[config.mk]
export PLATFORM = sky130hd
export DESIGN_NAME = ifu_fetch
export DESIGN_NICKNAME = d
export VERILOG_FILES = /design/src/rtl/my_pkg.sv /design/src/rtl/fetch_fifo.sv /design/src/rtl/ifu_fetch.sv
export SDC_FILE = /design/constraint.sdc
export NUM_CORES = 1
export LEC_CHECK = 0
export CAP_MARGIN = 30
export CORE_MARGIN = 10
export CORE_UTILIZATION = 49
export DETAILED_ROUTE_END_ITERATION = 10
export MAX_ROUTING_LAYER = met4
export PLACE_DENSITY = 0.86
export REMOVE_ABC_BUFFERS = 1
export SYNTH_ARGS = -nofsm -noshare
export SYNTH_HDL_FRONTEND = slang
export SYNTH_SLANG_ARGS = --single-unit
[constraint.sdc]
create_clock -name clk -period 8.2 [get_ports clk]
set_input_delay 1.64 -clock clk [delete_from_list [all_inputs] [get_ports clk]]
set_output_delay 1.64 -clock clk [all_outputs]
set_load 0.05 [all_outputs]
[src/rtl/my_pkg.sv]
// Shared fetch-path widths, reset PC and the decode-facing {pc, instr} payload.
package my_pkg;

    localparam int unsigned ADDR_WIDTH = 32;
    localparam int unsigned DATA_WIDTH = 32;
    localparam logic [ADDR_WIDTH-1:0] RESET_PC = ADDR_WIDTH'('h0000_1000);

    typedef struct packed {
        logic [ADDR_WIDTH-1:0] pc;
        logic [DATA_WIDTH-1:0] instr;
    } fetch_entry_t;

    // Word-align an address by clearing the byte offset.
    function automatic logic [ADDR_WIDTH-1:0] word_align(input logic [ADDR_WIDTH-1:0] addr);
        return {addr[ADDR_WIDTH-1:2], 2'b00};
    endfunction

endpackage

[src/rtl/fetch_fifo.sv]
// Small synchronous FIFO with flush; head entry is presented combinationally from storage.
module fetch_fifo #(
    parameter int unsigned WIDTH = 32,
    parameter int unsigned DEPTH = 2
) (
    input  logic                       clk,
    input  logic                       rst_n,
    input  logic                       flush_i,
    input  logic                       push_i,
    input  logic [WIDTH-1:0]           wdata_i,
    input  logic                       pop_i,
    output logic [WIDTH-1:0]           rdata_o,
    output logic [$clog2(DEPTH):0]     count_o,
    output logic                       full_o,
    output logic                       empty_o
);

    localparam int unsigned AW = $clog2(DEPTH);
    localparam int unsigned CW = AW + 1;

    logic [WIDTH-1:0] mem_q [DEPTH];
    logic [AW-1:0]    wr_ptr_q, wr_ptr_d;
    logic [AW-1:0]    rd_ptr_q, rd_ptr_d;
    logic [CW-1:0]    count_q, count_d;
    logic             do_push, do_pop;

    assign full_o  = (count_q == CW'(DEPTH));
    assign empty_o = (count_q == '0);
    assign count_o = count_q;
    assign rdata_o = mem_q[rd_ptr_q];

    // A push into a full queue is only allowed when the head leaves in the same cycle.
    assign do_pop  = pop_i & ~empty_o;
    assign do_push = push_i & (~full_o | do_pop);

    always_comb begin
        wr_ptr_d = wr_ptr_q;
        rd_ptr_d = rd_ptr_q;
        count_d  = count_q;
        if (flush_i) begin
            wr_ptr_d = '0;
            rd_ptr_d = '0;
            count_d  = '0;
        end else begin
            if (do_push) wr_ptr_d = wr_ptr_q + AW'(1);
            if (do_pop)  rd_ptr_d = rd_ptr_q + AW'(1);
            if (do_push && !do_pop)      count_d = count_q + CW'(1);
            else if (!do_push && do_pop) count_d = count_q - CW'(1);
        end
    end

    always_ff @(posedge clk or negedge rst_n) begin
        if (!rst_n) begin
            wr_ptr_q <= '0;
            rd_ptr_q <= '0;
            count_q  <= '0;
        end else begin
            wr_ptr_q <= wr_ptr_d;
            rd_ptr_q <= rd_ptr_d;
            count_q  <= count_d;
        end
    end

    // Storage needs no reset: an entry is only read after it has been written.
    always_ff @(posedge clk) begin
        if (do_push && !flush_i) mem_q[wr_ptr_q] <= wdata_i;
    end

endmodule

[src/rtl/ifu_fetch.sv]
// Instruction fetch unit: closes the PC loop, issues credit-limited word fetches,
// tags in-order responses with their PC and queues them for decode; redirects flush.
module ifu_fetch
    import my_pkg::*;
#(
    parameter int unsigned DEPTH = 2
) (
    input  logic                  clk,
    input  logic                  rst_n,
    input  logic [ADDR_WIDTH-1:0] pc_current,
    output logic [ADDR_WIDTH-1:0] pc_next,
    input  logic                  redirect_valid,
    input  logic [ADDR_WIDTH-1:0] redirect_pc,
    output logic                  imem_req_valid,
    input  logic                  imem_req_ready,
    output logic [ADDR_WIDTH-1:0] imem_req_addr,
    input  logic                  imem_rsp_valid,
    input  logic [DATA_WIDTH-1:0] imem_rsp_data,
    output logic                  id_valid,
    input  logic                  id_ready,
    output logic [ADDR_WIDTH-1:0] id_pc,
    output logic [DATA_WIDTH-1:0] id_instr
);

    localparam int unsigned CW = $clog2(DEPTH) + 1;
    localparam int unsigned SW = CW + 1;
    localparam int unsigned EW = $bits(fetch_entry_t);

    logic          run_q;
    logic [CW-1:0] outst_q, outst_d;
    logic [CW-1:0] kill_q, kill_d;

    logic [CW-1:0]         iq_count, tq_count;
    logic                  iq_full, iq_empty, tq_full, tq_empty;
    logic [ADDR_WIDTH-1:0] tag_head;
    fetch_entry_t          iq_wdata, iq_rdata;

    logic credit, req_fire, rsp_fire, drop, iq_push, id_fire;
    logic unused_fifo_c;

    // Killed requests still hold credit until their response returns.
    assign credit   = ({1'b0, outst_q} + {1'b0, iq_count}) < SW'(DEPTH);
    assign imem_req_valid = run_q & credit & ~redirect_valid;
    assign imem_req_addr  = pc_current;
    assign req_fire = imem_req_valid & imem_req_ready;

    // A response with nothing outstanding is a protocol error and is ignored.
    assign rsp_fire = imem_rsp_valid & (outst_q != '0);
    assign drop     = (kill_q != '0) | redirect_valid;
    assign iq_push  = rsp_fire & ~drop;

    assign id_valid = (iq_count != '0);
    assign id_fire  = id_valid & id_ready;
    assign id_pc    = iq_rdata.pc;
    assign id_instr = iq_rdata.instr;

    assign iq_wdata.pc    = tag_head;
    assign iq_wdata.instr = imem_rsp_data;

    always_comb begin
        pc_next = pc_current;
        if (redirect_valid)  pc_next = word_align(redirect_pc);
        else if (req_fire)   pc_next = pc_current + ADDR_WIDTH'(4);
    end

    always_comb begin
        outst_d = outst_q;
        kill_d  = kill_q;
        if (req_fire && !rsp_fire)      outst_d = outst_q + CW'(1);
        else if (!req_fire && rsp_fire) outst_d = outst_q - CW'(1);
        // Everything still in flight after this cycle's response belongs to the old path.
        if (redirect_valid)                 kill_d = outst_q - CW'(rsp_fire);
        else if (rsp_fire && kill_q != '0)  kill_d = kill_q - CW'(1);
    end

    always_ff @(posedge clk or negedge rst_n) begin
        if (!rst_n) begin
            run_q   <= 1'b0;
            outst_q <= '0;
            kill_q  <= '0;
        end else begin
            run_q   <= 1'b1;
            outst_q <= outst_d;
            kill_q  <= kill_d;
        end
    end

    fetch_fifo #(
        .WIDTH (ADDR_WIDTH),
        .DEPTH (DEPTH)
    ) u_tag_q (
        .clk     (clk),
        .rst_n   (rst_n),
        .flush_i (1'b0),
        .push_i  (req_fire),
        .wdata_i (pc_current),
        .pop_i   (rsp_fire),
        .rdata_o (tag_head),
        .count_o (tq_count),
        .full_o  (tq_full),
        .empty_o (tq_empty)
    );

    fetch_fifo #(
        .WIDTH (EW),
        .DEPTH (DEPTH)
    ) u_instr_q (
        .clk     (clk),
        .rst_n   (rst_n),
        .flush_i (redirect_valid),
        .push_i  (iq_push),
        .wdata_i (iq_wdata),
        .pop_i   (id_fire),
        .rdata_o (iq_rdata),
        .count_o (iq_count),
        .full_o  (iq_full),
        .empty_o (iq_empty)
    );

    assign unused_fifo_c = ^{tq_count, tq_full, tq_empty, iq_full, iq_empty};

endmodule

# Yosys cells after proc, flatten, opt, wreduce, memory -nomap -nowiden
# Memories as Yosys holds them, arrays and structs flattened.
# Index checks and enable logic that the tools add are counted.
[classes]
addsub = 14
n_mul = 0
n_div = 0
order_cmp = 1
n_eq_ne = 2
n_shift = 0
muxes = 19
bitwise_logic = 19
reduce_logical = 26
[op_table]
columns = ["cell", "n"]
rows = [
  ["32-bit 2-to-1 mux", 2],
  ["32-bit by 3-bit adder with 32-bit output, second input constant", 1],
  ["2-bit 2-to-1 mux", 9],
  ["2-bit nonzero test", 8],
  ["1-bit bitwise AND", 10],
  ["1-bit logical AND", 8],
  ["1-bit 2-to-1 mux", 8],
  ["2-bit by 1-bit subtractor with 2-bit output, second input constant", 4],
  ["1-bit zero test", 7],
  ["2-bit by 1-bit adder with 2-bit output, second input constant", 3],
  ["1-bit inverter", 6],
  ["1-bit adder, second input constant", 4],
  ["2-bit == test, second input constant", 2],
  ["2-bit zero test", 2],
  ["2-bit by 2-bit adder with 3-bit output", 1],
  ["3-bit by 2-bit < comparator with 1-bit output, second input constant", 1],
  ["1-bit bitwise OR", 3],
  ["3-bit nonzero test", 1],
  ["2-bit by 1-bit subtractor with 2-bit output", 1],
]
[word_totals]
regBits = 13
latch_bits = 0
ram_bits = 192
rom_bits = 0
input_bits = 102
out_inout_bits = 130
wordCells = 92
memories = 2
[mem_list]
columns = ["memory", "words", "width", "read_ports", "rd_clocked_by_memory_dff", "wr", "line", "text"]
rows = [
  ["u_instr_q.mem_q", 2, 64, 1, 0, 1, "fetch_fifo.sv:21", "logic [WIDTH-1:0] mem_q [DEPTH];"],
  ["u_tag_q.mem_q", 2, 32, 1, 0, 1, "fetch_fifo.sv:21", ""],
]

# Logic depth before layout (Yosys ltp)
# Gate-level depths: netlist of run 1.
[logic_depth]
ltp_word = 10
ltp_mapped = 11

# Modules after synthesis
# A second synthesis of run 1 with hierarchy kept.
[hier_totals]
hier_cells = 605
hier_area_um2 = 9082.5
[by_module_without_submodules]
columns = ["mod", "instances", "cells_each", "area_each_um2", "seq_area_each_um2"]
rows = [
  ["fetch_fifo (u_instr_q)", 1, 224, 4853.4, 3943.8],
  ["fetch_fifo (u_tag_q)", 1, 125, 2543.7, 2021.9],
  ["ifu_fetch", 1, 256, 1685.4, 125.1],
]

# Least setup slack after synthesis of run 1
# OpenSTA, ideal clock, no wires.
[synth_timing]
path_type = "input to register"
start = "input redirect_valid"
end = "memory u_instr_q.mem_q[0][0] (netlist bit), enable pin"
arrival_time_ps = 7979
slack_ps = -422
path_stages = 2
n_path_buf = 1
path_cell_list = "clkbuf_1 nor4_1"
[synth_via]
elab_chain_cells = 7
word_cells_on_any_way = 8
classes_between = "mux (2); bitwise (4); reduce/logical (2)"
[synth_rtl]
columns = ["item", "line", "text"]
rows = [
  ["from (decl)", "ifu_fetch.sv:12", "input logic redirect_valid,"],
  ["1-bit bitwise OR", "ifu_fetch.sv:49", "assign drop = (kill_q != '0) | redirect_valid;"],
  ["1-bit inverter", "ifu_fetch.sv:50", "assign iq_push = rsp_fire & ~drop;"],
  ["1-bit bitwise AND", "ifu_fetch.sv:50", ""],
  ["1-bit bitwise AND", "fetch_fifo.sv:34", "assign do_push = push_i & (~full_o | do_pop);"],
  ["1-bit logical AND (*)", "fetch_fifo.sv:66", "if (do_push && !flush_i) mem_q[wr_ptr_q] <= wdata_i;"],
  ["1-bit 2-to-1 mux (*)", "fetch_fifo.sv:66", ""],
  ["1-bit 2-to-1 mux (implied by the code) (*)", "fetch_fifo.sv:66", ""],
  ["to (decl)", "fetch_fifo.sv:21", ""],
]
# Every way passes the cells marked *; elsewhere a longest branch is shown, timed or not.

# Worst setup path after layout of run 1
[layout_timing]
start = "input redirect_valid"
end = "output pc_next[19]"
[layout_via]
elab_chain_cells = 5
[layout_rtl]
columns = ["item", "line", "text"]
rows = [
  ["1-bit inverter", "ifu_fetch.sv:43", "assign imem_req_valid = run_q & credit & ~redirect_valid;"],
  ["1-bit bitwise AND", "ifu_fetch.sv:43", ""],
  ["1-bit bitwise AND", "ifu_fetch.sv:45", "assign req_fire = imem_req_valid & imem_req_ready;"],
  ["32-bit 2-to-1 mux", "ifu_fetch.sv:63", "else if (req_fire) pc_next = pc_current + ADDR_WIDTH'(4);"],
  ["32-bit 2-to-1 mux (*)", "ifu_fetch.sv:62", "if (redirect_valid) pc_next = word_align(redirect_pc);"],
  ["to (decl)", "ifu_fetch.sv:11", "output logic [ADDR_WIDTH-1:0] pc_next,"],
]
# Marks and branches as above.

==> metrics.txt, run 1 <==
global-route total usage across every layer between 10% and 20%; residual DRC count 0; most frequent cells in the layout 229 x sky130_fd_sc_hd__clkdlybuf4s50_1, 192 x sky130_fd_sc_hd__edfxtp_1, 97 x sky130_fd_sc_hd__mux2_2, 28 x sky130_fd_sc_hd__nor2_1, 23 x sky130_fd_sc_hd__clkbuf_16; worst hold slack after final layout between 0.5 and 0.6 ns; cts bufs inserted 22; Iteration-0 DRC Markers approximately 320; mean instance size in the synthesized netlist 15.2 µm²; wire length of the first global-routing pass between 30 and 40 mm; number of H-tree levels 1; class of the tightest hold or removal check reg2reg; root buf cell sky130_fd_sc_hd__clkbuf_16; largest buffer count on any clock path 3; Port Buf Inserts 229; status complete, no violations; hold buffers post-CTS 0; Worst Path Required 6.56 ns; Final Slew Violations 0; die footprint between 0.02 and 0.025 mm²; Period minus WS final 6.74 ns; diode insertion count for antenna repair 0; clock input transition at the sequential cells of the worst setup and hold paths 0.06 ns; Worst Setup Slack, final approximately 1.5 ns; synthesized instance count 590; vias in the first global route roughly 6000; number of setup buffers added after CTS 0; die height 155 µm; area added between synthesis and finish 33.6%; per-cell routed wire length 21.1 µm; final global-route overflow total 0; post_cts resized 0; routability congestion estimate from global placement approximately 0.85; CTS sink count 205; most common library cell in the layout ignoring fill and taps sky130_fd_sc_hd__clkdlybuf4s50_1; leakage power between 4 and 5 nW; setup skew after layout between 0.01 and 0.015 ns; RSZ-0062 raised after global routing no; # rows 49; max_slew headroom between 40% and 50%; Initial DRT Pass Iterations 4; final worst path period share between 80% and 90%; Critical Setup Path Class in2out; post-synthesis sequential element count just over 200; overall die width ~160 µm; Setup violations, final 0; arrival time of the worst setup path approximately 5 ns; number of enable-type register cells in the synthesized netlist between 150 and 200; initial antenna violation count 0; Max Fclk 148 MHz; crit path capture type primary output; post-synth design cell area about 0.009 mm²; Max Cap Viol 0; number of vias per cell ~5.6; final count of hold timing violations 0; setup slack after placement around 1.5 ns; YS warnings 0; TritonCTS clock tree built; worst supply voltage drop on vdd about 0.00016 V; fraction of synthesis flops using an asynchronous set or reset pin approximately 6.3%; half-perimeter wire length after detailed placement between 10 and 15 mm; total routed wirelength about 22 mm; maximum fanout encountered on the critical timing path 12; pin slew with the least headroom to its limit ~0.88 ns; core area 0.0180 mm²; Post-DRT Antenna Nets 0; number of distinct library cells after synthesis 40; fraction of the yosys area taken by sequential cells around two thirds; fraction of final layout cells sized beyond drive strength 1 17.3%; starting utilization of the core area around half; clk_lat worst skew ~0.50 ns; pin count of the biggest net entering global routing 65; startpoint class of the critical path input port; Post-layout nets 904; dominant register cell in the synthesized netlist sky130_fd_sc_hd__edfxtp_1; IO Count approximately 230; Pwr per Cell Area approximately 250 mW/mm²; via count just under 6000
critical path, stage by stage:
cell and delay [ns]:
sky130_fd_sc_hd__clkdlybuf4s50_1 0.43, sky130_fd_sc_hd__or4b_1 0.70, sky130_fd_sc_hd__inv_2 0.23, sky130_fd_sc_hd__nand4_1 0.44
sky130_fd_sc_hd__or4_1 0.61, sky130_fd_sc_hd__a31oi_1 0.17, sky130_fd_sc_hd__clkdlybuf4s50_1 0.86
layer usage:
| metal | routed length (µm) | GRT usage, % | share of wire, % |
|---|---|---|---|
| met1 | 8870 | 22.0 | 40 |
| met2 | 11200 | 29.2 | 51 |
| met3 | 1230 | 3.17 | 5.6 |
| met4 | 697 | 6.93 | 3.2 |
| met5 | 0 | - | 0 |
power by group:
part           leakage [nW]  switching [mW]  internal (mW)
clock                 0.315           0.377          0.512
sequential             1.89          0.0388           1.26
combinational          1.79           0.499          0.321
metrics by stage:
stage	power, mW	utilization [%]	area, µm²	std cells	setup TNS, ns
6_report	3.01	66.5	11900	1040	0
5_1_grt	3.14	66.5	11900	1040	0
4_1_cts	3.04	66.4	11900	1039	0
3_5_place_dp	2.15	62.8	11300	1000	0
3_3_place_gp	2.13	62.7	11300	999	0
2_1_floorplan	1.83	-	8610	535	-24.68
cells by family (layout without fill, tap and decap cells):
family	Yosys count	after routing	synth area share, %
buffers and inverters	70	291	4.30
adders and majority gates	6	6	0.924
and+or+nand+nor	129	129	7.94
other	1	1	0.0419
AOI/OAI and AO/OA	60	60	4.27
xor gates and xnor gates	20	20	1.96
muxes	99	99	12.4
DFF	205	205	68.1
final timing paths:
check                                     start             endpoint  cells after the start  slack (ns)
max                              redirect_valid          pc_next[19]                      7        1.46
min                          u_tag_q.count_o[1]   u_tag_q.count_o[1]                      1        0.51
max reg2reg                u_instr_q.count_o[0]  u_tag_q.mem_q[1][5]                      7        4.80
min reg2reg                  u_tag_q.count_o[1]   u_tag_q.count_o[1]                      1        0.51
max in group asynchronous                 rst_n   u_instr_q.rd_ptr_q                      1        6.21
min in group asynchronous                 rst_n                run_q                      1        1.54
Yosys cell counts (all sizes together) (6+ instances only):
cell      n  share of area [%]
nor2     29                1.2
and4      6               0.59
or4      16                1.4
xnor2    12                1.2
dfrtp    13                3.6
mux2     97                 12
nand2    22               0.92
xor2      8               0.78
nand3    14               0.78
edfxtp  192                 64
a31oi    19                1.3
clkbuf   22               0.92
inv      15               0.63
o21ai    19                1.1
nand4    13               0.98
buf      33                2.7
o31ai    15                1.3
state kept, by name (all words and copies together), names as in the netlist:
| signal | count |
|---|---|
| u_instr_q.count_o | 2 |
| u_instr_q.mem_q | 128 |
| u_tag_q.count_o | 2 |
| run_q | 1 |
| u_tag_q.mem_q | 64 |
| u_tag_q.rd_ptr_q | 1 |
| outst_q | 2 |
| kill_q | 2 |
| u_instr_q.wr_ptr_q | 1 |
| u_tag_q.wr_ptr_q | 1 |
| u_instr_q.rd_ptr_q | 1 |
area by class of cell:
cell class / instances / area [µm²]
clock buffer: 30 / 602
clock inverter: 9 / 42.5
fill: 1320 / 6020
inverter: 15 / 56.3
multi-input combinational: 315 / 2480
sequential: 205 / 6090
tap: 229 / 287
timing repair buffer: 237 / 2380
No activity file was read; power rests on OpenSTA's default activity.
==> run 2, diff against run 1 <==
clock period = 6.3 ns   (was 8.2 ns; I/O delays follow)
==> run 2 against run 1 <==
  * Cell area increased by 1.7%
  * Register-to-register slack worse by 1.9 ns
  * Wire length grew 0.33%
  * Non-clock buffer count unchanged
  * Sequential power increased by 31%
  * Via count shrank 1.9%
  * Critical endpoint unchanged
  * Clock skew fell by 0.0020 ns
  * Flip-flop and latch count is the same
  * Largest power group unchanged
  * Critical path depth stayed put
  * Core utilization rose by 1.2 points
  * Largest cell class unchanged
  * Worst setup slack worse by 0.57 ns
==> metrics.txt, run 2 (synthesis results as in run 1) <==
status complete, no violations; Port Buf Inserts 229 (unchanged); final cell count without fillers 1040 (unchanged); TritonCTS clock tree built; total routed wirelength 22.0 mm (+0.33%); clock input transition at the sequential cells of the worst setup and hold paths 0.06 ns (about the same); accumulated negative setup slack 0 ns (unchanged); half-perimeter wire length after detailed placement 15.0 mm (+1.1%); IO Count 232 (unchanged); die height 155 µm (unchanged); Pwr per Cell Area 328 mW/mm² (+30%); Post-DRT Antenna Nets 0 (unchanged); starting utilization of the core area 49.8% (unchanged); Worst Setup Slack, final 0.899 ns (-0.566 ns); max_slew headroom 37.4% (-3.9 points); number of H-tree levels 1 (unchanged); number of cells in the design after placement 1000 (unchanged); fill cell total of the finished layout 1268 (-3.9%); worst supply voltage drop on vdd 0.000269 V (+73%); pin count of the biggest net entering global routing 65 (unchanged); core area 0.0180 mm² (unchanged); final worst path period share a little under nine tenths; final count of hold timing violations 0 (unchanged); RSZ-0062 raised after global routing no; startpoint class of the critical path input port; leakage power 4.12 nW (+3.1%); diode insertion count for antenna repair 0 (unchanged); arrival time of the worst setup path 4.14 ns (-0.96 ns); die footprint 0.0240 mm² (unchanged); maximum fanout encountered on the critical timing path 12 (unchanged); setup skew after layout 0.00896 ns (-0.00196 ns); class of the tightest hold or removal check reg2reg; post_cts resized 0 (unchanged); routability congestion estimate from global placement 0.856 (+0.86%); Max Fclk 185 MHz; via count 5672 (-1.9%); Critical Setup Path Class in2out; CTS sink count 205 (unchanged); vias in the first global route 6005 (+0.067%); global-route total usage across every layer 18.0% (+0.084 points); pin slew with the least headroom to its limit 0.938 ns (+0.0571 ns); most common library cell in the layout ignoring fill and taps sky130_fd_sc_hd__clkdlybuf4s50_1; final global-route overflow total 0 (unchanged); Post-layout nets 904 (unchanged); register with the most flip-flops u_instr_q.mem_q; per-cell routed wire length 21.2 µm (+0.33%); Final Slew Violations 0 (unchanged); largest buffer count on any clock path 3 (unchanged); biggest registers after layout u_instr_q.mem_q: 128 flops, u_tag_q.mem_q: 64 flops; setup slack after placement 0.948 ns (-0.514 ns); root buf cell sky130_fd_sc_hd__clkbuf_16; number of setup buffers added after CTS 0 (unchanged); cts bufs inserted 22 (unchanged); Iteration-0 DRC Markers 299 (-5.4%); Initial DRT Pass Iterations 5 (+1); residual DRC count 0 (unchanged); initial antenna violation count 0 (unchanged); # rows 49 (unchanged); area added between synthesis and finish 36.0%; fraction of final layout cells sized beyond drive strength 1 20.5% (+3.2 points); most frequent cells in the layout 205 x sky130_fd_sc_hd__clkdlybuf4s50_1, 192 x sky130_fd_sc_hd__edfxtp_1, 97 x sky130_fd_sc_hd__mux2_2, 28 x sky130_fd_sc_hd__nor2_1, 23 x sky130_fd_sc_hd__clkbuf_16; number of flip-flops in the largest register 128 (unchanged); wire length of the first global-routing pass 33.5 mm (about the same); hold buffers post-CTS 0 (unchanged); Period minus WS final about 5.4 ns; Setup violations, final 0 (unchanged); number of vias per cell 5.45 (-1.9%); overall die width 155 µm (unchanged); clk_lat worst skew 0.50 ns (about the same); Worst Path Required 5.04 ns (-1.52 ns); crit path capture type primary output; Max Cap Viol 0 (unchanged)
## run 2: layer usage
layer	track usage [%]	routed length, µm	share of wire [%]	up-vias
met4	5.89	552	2.5	0
met3	2.76	960	4.4	36
li1	-	-	-	2659
met1	21.9	9190	42	2809
met2	30.4	11300	51	168
met5	-	0	0	-
## run 2: worst paths after layout
check	start	to	slack [ns]	depth (start not counted)
setup / recovery	redirect_valid	pc_next[19]	0.90	7
hold / removal	u_tag_q.count_o[1]	u_tag_q.count_o[1]	0.50	1
setup reg to reg	u_instr_q.count_o[0]	u_tag_q.mem_q[1][18]	2.93	7
hold reg to reg	u_tag_q.count_o[1]	u_tag_q.count_o[1]	0.50	1
max in group asynchronous	rst_n	u_instr_q.rd_ptr_q	4.69	1
min in group asynchronous	rst_n	kill_q[1]	1.16	1
## run 2: final cells by class
class | count | area (µm²) | area share, %
inverter | 15 | 56.3 | 0.463
clock inverter | 13 | 87.6 | 0.721
clock buffer | 26 | 587 | 4.83
timing repair buffer | 237 | 2560 | 21.1
tap | 229 | 287 | 2.36
sequential | 205 | 6090 | 50.1
multi-input combinational | 315 | 2480 | 20.4
## run 2: report_power, final
group / leakage, nW / switching [mW] / internal (mW)
Combinational: 1.90 / 0.651 / 0.437
Clock: 0.328 / 0.498 / 0.704
Sequential: 1.89 / 0.0551 / 1.64
## run 2: stage by stage
step	util [%]	total power, mW	hold WS (ns)	area (µm²)
5_1_grt	67.7	4.15	0.527	12200
3_3_place_gp	63.6	2.79	0.480	11400
3_5_place_dp	63.8	2.82	0.489	11500
6_report	67.7	3.99	0.500	12200
4_1_cts	67.5	4.03	0.501	12100
2_1_floorplan	-	2.38	0.458	8610
## run 2: worst max-delay path, stage by stage
cell and delay, ns:
sky130_fd_sc_hd__clkdlybuf4s50_1 0.43, sky130_fd_sc_hd__or4b_1 0.70, sky130_fd_sc_hd__inv_2 0.22, sky130_fd_sc_hd__nand4_1 0.43, sky130_fd_sc_hd__or4_1 0.63, sky130_fd_sc_hd__a31oi_1 0.28
sky130_fd_sc_hd__buf_12 0.18
==> run 3, diff against run 2 <==
CTS_BUF_LIST = sky130_fd_sc_hd__clkbuf_16   (was default)
PLACE_DENSITY = 0.82   (was 0.86)
==> run 3 against run 2 <==
  * Maximum frequency fell by 1.3%
  * Clock skew barely moved
  * Clock power fell by 12%
  * Cell area fell by 0.74%
  * Highest routed layer unchanged
  * Clock-buffer cell count fell by 5
  * Worst hold slack improved by 0.010 ns
  * Flip-flop and latch count did not move
  * Combinational power fell by 4%
  * Critical path depth did not move
  * Power fell by 3.5%
==> metrics.txt, run 3 (synthesis results as in run 1) <==
Period minus WS final 5.47 ns (+0.0697 ns); Post-DRT Antenna Nets 0 (unchanged); number of setup buffers added after CTS 0 (unchanged); wire length of the first global-routing pass 34.0 mm (+1.6%); half-perimeter wire length after detailed placement 15.5 mm (+3.0%); Max Fclk 183 MHz (-1.3%); Worst R2R Setup Slack 2.91 ns (-0.02 ns); number of cells on the worst reg-to-reg path 7 (unchanged); origin of the critical flop-to-flop path outst_q[0]; vias in the first global route 6205 (+3.3%); biggest registers after layout u_instr_q.mem_q: 128 flops, u_tag_q.mem_q: 64 flops; Min-Delay Path Depth 1 (unchanged); setup skew after layout 0.00918 ns (+0.000227 ns); startpoint class of the critical path input port; cell with the largest stage delay on the worst path sky130_fd_sc_hd__or4b_1; per-cell routed wire length 21.1 µm (-0.59%); initial antenna violation count 0 (unchanged); Max Cap Viol 0 (unchanged); most frequent cells in the layout 205 x sky130_fd_sc_hd__clkdlybuf4s50_1, 192 x sky130_fd_sc_hd__edfxtp_1, 97 x sky130_fd_sc_hd__mux2_2, 28 x sky130_fd_sc_hd__nor2_1, 22 x sky130_fd_sc_hd__nand2_1; Port Buf Inserts 229 (unchanged); met1 track utilization from global routing 21.1% (-0.81 points); Critical Setup Path Class in2out; startpoint of the most critical hold path u_tag_q.count_o[1]; total routed wirelength 21.7 mm (-1.4%); die height 155 µm (unchanged); number of flip-flops in the largest register 128 (unchanged); global-route total usage across every layer 18.1% (+0.023 points); overall die width 155 µm (unchanged); residual DRC count 0 (unchanged); IO Count 232 (unchanged); M3 GR Usage 4.00% (+1.2 points); starting utilization of the core area 49.8% (unchanged); worst supply voltage drop on vdd 0.000189 V (-30%); global routing's busiest layer met2; area added between synthesis and finish 34.9%; max_slew headroom 36.4% (-0.99 points); crit path capture type primary output; worst reg2reg endpoint u_tag_q.mem_q[1][13]; # rows 49 (unchanged); cts bufs inserted 21 (-4.5%); area taken by multi-input logic gates 0.00248 mm² (unchanged); final core area utilization 67.2% (-0.50 points); fraction of final layout cells sized beyond drive strength 1 20.0% (-0.42 points); worst hold slack after final layout 0.511 ns (+0.0104 ns); Pwr per Cell Area 319 mW/mm² (-2.8%); worst path cell trace clkdlybuf4s50_1, or4b_1, inv_2, nand4_1, or4_1, a31oi_1, buf_12; class of the tightest hold or removal check reg2reg; number of H-tree levels 1 (unchanged); biggest cell delay along the critical path 0.70 ns (about the same); routability congestion estimate from global placement 0.810 (-5.4%); register with the most flip-flops u_instr_q.mem_q; largest buffer count on any clock path 3 (unchanged); number of vias per cell 5.56 (+1.9%); RSZ-0062 raised after global routing no; Post-Layout Inst Area 0.0121 mm² (-0.74%); most common library cell in the layout ignoring fill and taps sky130_fd_sc_hd__clkdlybuf4s50_1; clock input transition at the sequential cells of the worst setup and hold paths 0.06 ns (about the same); TritonCTS clock tree built; die footprint 0.0240 mm² (unchanged); post_cts resized 0 (unchanged); diode insertion count for antenna repair 0 (unchanged); CTS sink count 205 (unchanged); Setup violations, final 0 (unchanged); leakage power 4.09 nW (-0.94%); fill cell total of the finished layout 1241 (-2.1%); root buf cell sky130_fd_sc_hd__clkbuf_16; clk_lat worst skew 0.48 ns (-0.02 ns); setup slack after placement 0.908 ns (-0.0399 ns); via count 5734 (+1.1%); capture endpoint of the worst hold path u_tag_q.count_o[1]; core area 0.0180 mm² (unchanged); pin count of the biggest net entering global routing 65 (unchanged); placement-stage cell area 0.0115 mm² (+0.30%); hold buffers post-CTS 0 (unchanged); Final Slew Violations 0 (unchanged); arrival time of the worst setup path 4.21 ns (+0.07 ns); final global-route overflow total 0 (unchanged); Worst Setup Slack, final 0.829 ns (-0.0697 ns); met2 layer usage reported by global route 30.4% (-0.041 points); pin slew with the least headroom to its limit 0.954 ns (+0.0159 ns); Initial DRT Pass Iterations 4 (-1); status complete, no violations; final worst path period share 86.8% (+1.1 points); final count of hold timing violations 0 (unchanged); Iteration-0 DRC Markers 365 (+22%); maximum fanout encountered on the critical timing path 12 (unchanged); Post-layout nets 902 (-0.22%); Worst Path Required 5.04 ns (about the same); register area 0.00609 mm² (about the same)
## run 3: changes by cell type in the layout (fill, tap and decap cells not counted)
cell | previous run | this run
sky130_fd_sc_hd__inv_6 | 1 | 0
sky130_fd_sc_hd__bufinv_16 | 1 | 0
sky130_fd_sc_hd__dfrtp_2 | 1 | 2
sky130_fd_sc_hd__dfrtp_1 | 12 | 11
sky130_fd_sc_hd__inv_1 | 14 | 16
sky130_fd_sc_hd__clkinv_2 | 3 | 1
sky130_fd_sc_hd__clkinv_4 | 0 | 2
sky130_fd_sc_hd__clkbuf_16 | 23 | 21
sky130_fd_sc_hd__buf_12 | 20 | 21
sky130_fd_sc_hd__clkbuf_1 | 3 | 0
sky130_fd_sc_hd__buf_4 | 11 | 9
sky130_fd_sc_hd__clkinv_1 | 7 | 6
sky130_fd_sc_hd__clkinvlp_4 | 1 | 0
## run 3: area by class of cell
| cell class | count | area share [%] |
|---|---|---|
| clock buffers | 21 | 4.36 |
| clock inverters | 11 | 0.436 |
| inverters | 15 | 0.467 |
| multi-input cells | 315 | 20.6 |
| flip-flops and latches | 205 | 50.5 |
| well taps | 229 | 2.38 |
| repair buffers | 236 | 21.3 |
## run 3: routing by layer
layer  routed length (µm)  up-vias
li1                     -     2654
met1                 8700     2789
met2                11100      239
met3                 1340       52
met4                  618        0
met5                    0        -
## run 3: power by group
part           switching (mW)  internal (mW)
combinational           0.610          0.438
clock                   0.462          0.599
sequential             0.0983           1.64
total                    1.17           2.68
## run 3: worst max-delay path, delay by kind of cell
family,cells,cell delay (ns)
buffers and inverters,3,0.87
AO/OA/AOI/OAI,1,0.32
AND/OR/NAND/NOR,3,1.77
## run 3: per-stage QoR
step           setup TNS (ns)  std cells  power [mW]
2_1_floorplan         -121.96        535        2.38
3_3_place_gp                0        997        2.78
3_5_place_dp                0       1000        2.82
4_1_cts                     0       1032        3.89
5_1_grt                     0       1032        4.00
6_report                    0       1032        3.85
## run 3: worst max path at each step
| stage | endpoint | slack, ns | depth (start not counted) | start |
|---|---|---|---|---|
| final | pc_next[27] | 0.83 | 7 | redirect_valid |
| after floorplan | u_instr_q.mem_q[0][0] | -1.91 | 2 | imem_rsp_valid |
| after global routing | pc_next[27] | 0.71 | 7 | redirect_valid |
| after detailed placement | pc_next[27] | 0.91 | 7 | redirect_valid |
| after global placement | pc_next[27] | 0.95 | 7 | redirect_valid |
| after CTS | pc_next[27] | 0.88 | 7 | redirect_valid |
